**src/rtl/shift_sequencer_pkg.sv**
```systemverilog
// shift_sequencer_pkg: shared op codes, FSM state encoding and default counter width
package shift_sequencer_pkg;
  localparam int CNT_W_DEF = 4;
  localparam logic [1:0] OP_PASS = 2'b00;
  localparam logic [1:0] OP_LSL  = 2'b01;
  localparam logic [1:0] OP_LSR  = 2'b10;
  localparam logic [1:0] OP_ASR  = 2'b11;
  localparam logic [1:0] ST_IDLE  = 2'd0;
  localparam logic [1:0] ST_SHIFT = 2'd1;
  localparam logic [1:0] ST_DONE  = 2'd2;
endpackage

```
**src/rtl/shift_sequencer_shifter.sv**
```systemverilog
// p3_shifter: 16-bit single-step shifter (in: operand, shift: op code, sout: result)
module p3_shifter
  import shift_sequencer_pkg::*;
(
  input  logic [15:0] in,
  input  logic [1:0]  shift,
  output logic [15:0] sout
);
  always_comb
    sout = shift == OP_LSL ? {in[14:0], 1'b0} :
           shift == OP_LSR ? {1'b0, in[15:1]} :
           shift == OP_ASR ? {in[15], in[15:1]} : in;
endmodule

```
**src/rtl/shift_sequencer.sv**
```systemverilog
// shift_sequencer: multi-cycle 16-bit shifter; start/op/amount/din in, busy/done/dout out
module shift_sequencer
  import shift_sequencer_pkg::*;
#(
  parameter int CNT_W = CNT_W_DEF
) (
  input  logic             clk,
  input  logic             reset_n,
  input  logic             start,
  input  logic [1:0]       op,
  input  logic [CNT_W-1:0] amount,
  input  logic [15:0]      din,
  output logic             busy,
  output logic             done,
  output logic [15:0]      dout
);
  logic [1:0]       state_q, state_d, op_q, op_d;
  logic [CNT_W-1:0] cnt_q, cnt_d;
  logic [15:0]      acc_q, acc_d, sh_out;
  logic             load;
  always_comb begin
    load    = state_q == ST_IDLE && start;
    op_d    = load ? op : op_q;
    cnt_d   = load ? amount : state_q == ST_SHIFT ? cnt_q - CNT_W'(1) : cnt_q;
    state_d = load ? (amount != '0 && op != OP_PASS ? ST_SHIFT : ST_DONE) :
              state_q == ST_SHIFT ? (cnt_q == CNT_W'(1) ? ST_DONE : ST_SHIFT) :
              state_q == ST_DONE ? ST_IDLE : state_q;
  end
  always_ff @(posedge clk or negedge reset_n)
    if (!reset_n) begin
      state_q <= ST_IDLE;
      op_q    <= OP_PASS;
      cnt_q   <= '0;
    end else begin
      state_q <= state_d;
      op_q    <= op_d;
      cnt_q   <= cnt_d;
    end
  p3_shifter u_shifter (.in(acc_q), .shift(op_q), .sout(sh_out));
  always_comb acc_d = load ? din : state_q == ST_SHIFT ? sh_out : acc_q;
  always_ff @(posedge clk or negedge reset_n)
    if (!reset_n) acc_q <= '0;
    else acc_q <= acc_d;
  assign busy = state_q != ST_IDLE;
  assign done = state_q == ST_DONE;
  assign dout = acc_q;
endmodule

```
**config.mk**
```make
export PLATFORM = sky130hd
export DESIGN_NAME = shift_sequencer
export DESIGN_NICKNAME = d
export VERILOG_FILES = /design/src/rtl/shift_sequencer_pkg.sv /design/src/rtl/shift_sequencer_shifter.sv /design/src/rtl/shift_sequencer.sv
export SDC_FILE = /design/constraint.sdc
export NUM_CORES = 1
export LEC_CHECK = 0
export BUFFER_PORTS_ARGS = -buffer_cell sky130_fd_sc_hd__buf_2
export CELL_PAD_IN_SITES_DETAIL_PLACEMENT = 0
export CELL_PAD_IN_SITES_GLOBAL_PLACEMENT = 1
export CORE_MARGIN = 3
export CORE_UTILIZATION = 25
export DETAILED_ROUTE_END_ITERATION = 10
export GPL_TIMING_DRIVEN = 0
export PLACE_DENSITY_LB_ADDON = 0.1
export RECOVER_POWER = 100
export SETUP_SLACK_MARGIN = 0.3
export SYNTH_ARGS = -nofsm -noshare
export SYNTH_HDL_FRONTEND = slang
export SYNTH_SLANG_ARGS = --single-unit
```
**constraint.sdc**
```tcl
create_clock -name clk -period 3.2 [get_ports clk]
set_clock_uncertainty 0.2 [all_clocks]
set_input_delay 0.64 -clock clk [delete_from_list [all_inputs] [get_ports clk]]
set_output_delay 0.64 -clock clk [all_outputs]
set_load 0.1 [all_outputs]
```
==> impl_metrics.py <==
metrics = {
    "power": {
        "powerDensity_nw_per_um2": 338,
        "p_leak_uw": 0.000908,
        "ir_drop_uv": 144,
    },
    "yosys": {
        "yosys-top-cells-count": "dfrtp_1 (24), mux2_4 (22), mux2_2 (13)",
        "synth-simple-area-share_pct": 6.95,
        "syn_inst": 128,
        "syn_area_per_cell_um2": 12.4,
        "synth_area_leader_cell": "dfrtp_1",
        "synth_nets": 158,
        "synth.top_cell.area_share_pct": 37.9,
        "yosysWarningCount": 0,
        "ys_top_cells_by_area": "dfrtp_1 (38%), mux2_4 (21%), mux2_2 (9.2%)",
        "synthAdderAreaFrac_pct": 3.95,
        "syn-cell-area_um2": 1580,
        "synth_top_family_by_area": "multiplexers",
        "synth_edf_count": 0,
        "post-synth-top-count-cell": "dfrtp_1",
        "synthFlopType": "dfrtp_1",
        "synthXorXnorAreaFrac_pct": 0,
        "synth_seq_cells": 24,
        "synth.mux.area_fraction_pct": 38.5,
        "synth-compound-area-share_pct": 7.42,
        "ys_types": 35,
        "yosysSeqAreaShare_pct": 37.9,
        "async_reset_ff_share_pct": 100,
    },
    "timing": {
        "period_minus_slack_ns": 2.74,
        "maxSlewViolCount": 0,
        "slew_headroom_pct": 5.45,
        "rsz0062_at_grt": "false",
        "fin_crit_sh_pct": 85.5,
        "worst_slew_pin_slew_ns": 1.42,
        "finalSetupViolCount": 0,
        "final_hold_viol_count": 0,
        "fin_ws_ns": 0.465,
        "max_freq_mhz": 366,
        "setup_tns_ns": 0,
    },
    "placement": {
        "place.gp.congestion": 0.740,
        "hpwl_mm": 2.87,
        "place_inst": 245,
        "portBuffers": 42,
        "dpl_worst_slack_ns": 0.655,
    },
    "grt": {
        "grt_pass1_wl_mm": 6.32,
        "grt_usage_pct": 11.1,
        "antenna_found_initial": 0,
        "gr-total-overflow": 0,
        "grt_max_degree": 25,
        "grt_pass1_vias": 1219,
    },
    "layout": {
        "area_delta_synth_final_pct": 17.9,
        "final_nets": 205,
        "insertedDiodeCount": 0,
        "final_cells": 249,
        "drive_above_1_share_pct": 32.2,
        "postLayoutCoreUtil_pct": 31.0,
    },
    "floorplanning": {
        "rows": 28,
        "fp.dieArea_um2": 7330,
        "die_h_um": 85.6,
        "initial_core_util_pct": 26.3,
        "die_x_um": 85.6,
        "io_pins": 43,
        "coreArea_um2": 6030,
    },
    "cts": {
        "numCtsBuffers": 3,
        "ctsHoldBuffers": 0,
        "cts-resized-gates": 0,
        "htree_levels": 1,
        "root_buffer": "clkbuf_8",
        "clk_pin_slew_worst_paths_ns": 0.10,
        "cts_buffer_depth": 2,
        "cts_tree": "built",
        "clk_latency_ns": 0.27,
        "postCtsSetupBuffers": 0,
        "clock_sink_count": 24,
    },
    "run": {
        "maxCapViolCount": 0,
    },
    "worst_setup_path": {
        "cp-end-kind": "flop",
        "critical_path_class": "reg2reg",
        "worstPathArrival_ns": 2.70,
        "required_ns": 3.17,
        "start_kind": "flop",
        "crit_fanout": 10,
    },
    "route": {
        "wl_per_cell_um": 15.7,
        "ant_nets": 0,
        "drt_iter0_markers": 57,
        "drc": 0,
        "drt-total-wl_mm": 3.91,
        "num_vias": 1137,
        "vias_per_cell": 4.57,
        "dr.pass1.iters": 4,
    },
    "worst_hold_path": {
        "hp-class": "reg2reg",
    },
    "run_status": {
        "status": "finished clean",
    },
}
per-layer routing:
| metal | vias up | GRT usage, % | routed length [µm] |
|---|---|---|---|
| met2 | 24 | 18.4 | 1840 |
| met5 | - | 0 | 0 |
| li1 | 550 | - | - |
| met3 | 2 | 3.27 | 202 |
| met1 | 561 | 14.4 | 1840 |
| met4 | 0 | 2.16 | 23 |
per-stage QoR:
stage,hold slack [ns],area [µm²],total power (µW)
after floorplan,0.144,1580,334
after global placement,0.320,1890,362
after detailed placement,0.322,1890,363
after CTS,0.173,1960,647
after global routing,0.384,1870,661
final,0.353,1870,632
kinds of logic (layout without fill, tap and decap cells):
| family | after synthesis | in the layout |
|---|---|---|
| mux | 47 | 47 |
| simple gates | 19 | 19 |
| fa+ha+maj | 5 | 5 |
| compound gates | 19 | 19 |
| flops | 24 | 24 |
| buf+inv | 14 | 60 |
critical path: stages, from the launching register on:
cell      delay, ns
dfrtp_1        0.43
inv_1          0.07
ha_1           0.14
clkbuf_1       0.37
clkbuf_1       0.49
mux2_2         0.39
mux2_4         0.25
mux2_1         0.29
state kept, by name, indices dropped and copies added, names as in the netlist:
signal and count:
dout 16, state_q 2, cnt_q 4, op_q 2
layout by cell type, fill, tap and decap left out, drive strengths merged:
cell type  count
a21oi          5
mux2i          1
buf           24
or2b           1
nand3b         1
nand3          1
o21ba          1
inv            6
ha             5
dfrtp         24
o21a           1
o22ai          3
nor2           4
nor3b          1
nor2b          4
o31a           1
mux2          46
or2            1
o21ai          5
a22o           1
or3            1
nor3           1
a31oi          1
nand2          1
clkbuf        29
or3b           1
nor4           1
o31ai          1
nand2b         1
bufinv         1
cell type report:
class / count / area, µm²
clock buffers: 3 / 41.3
well taps: 75 / 93.8
repair buffers: 42 / 188
multi-input cells: 90 / 860
inverters: 6 / 22.5
clock inverters: 1 / 30.0
fillers: 657 / 4160
plain buffers: 8 / 32.5
flip-flops and latches: 24 / 601
path summary, 6_finish.rpt:
path	startpoint	depth (start not counted)	slack, ns	to
worst min-delay path	dout[0]$_DFFE_PN0P_	1	0.35	dout[0]$_DFFE_PN0P_
min in group asynchronous	reset_n	1	0.47	cnt_q[3]$_DFFE_PN0P_
worst max register to register	op_q[1]$_DFFE_PN0P_	7	0.46	dout[14]$_DFFE_PN0P_
max in group asynchronous	reset_n	1	1.49	dout[12]$_DFFE_PN0P_
worst min register to register	dout[0]$_DFFE_PN0P_	1	0.35	dout[0]$_DFFE_PN0P_
worst max-delay path	op_q[1]$_DFFE_PN0P_	7	0.46	dout[14]$_DFFE_PN0P_
power breakdown:
| group | switching, µW | internal [µW] |
|---|---|---|
| Combinational | 26.7 | 19.1 |
| Sequential | 2.74 | 306 |
| Clock | 110 | 167 |
Note: power is estimated with default switching activity, not from simulation.
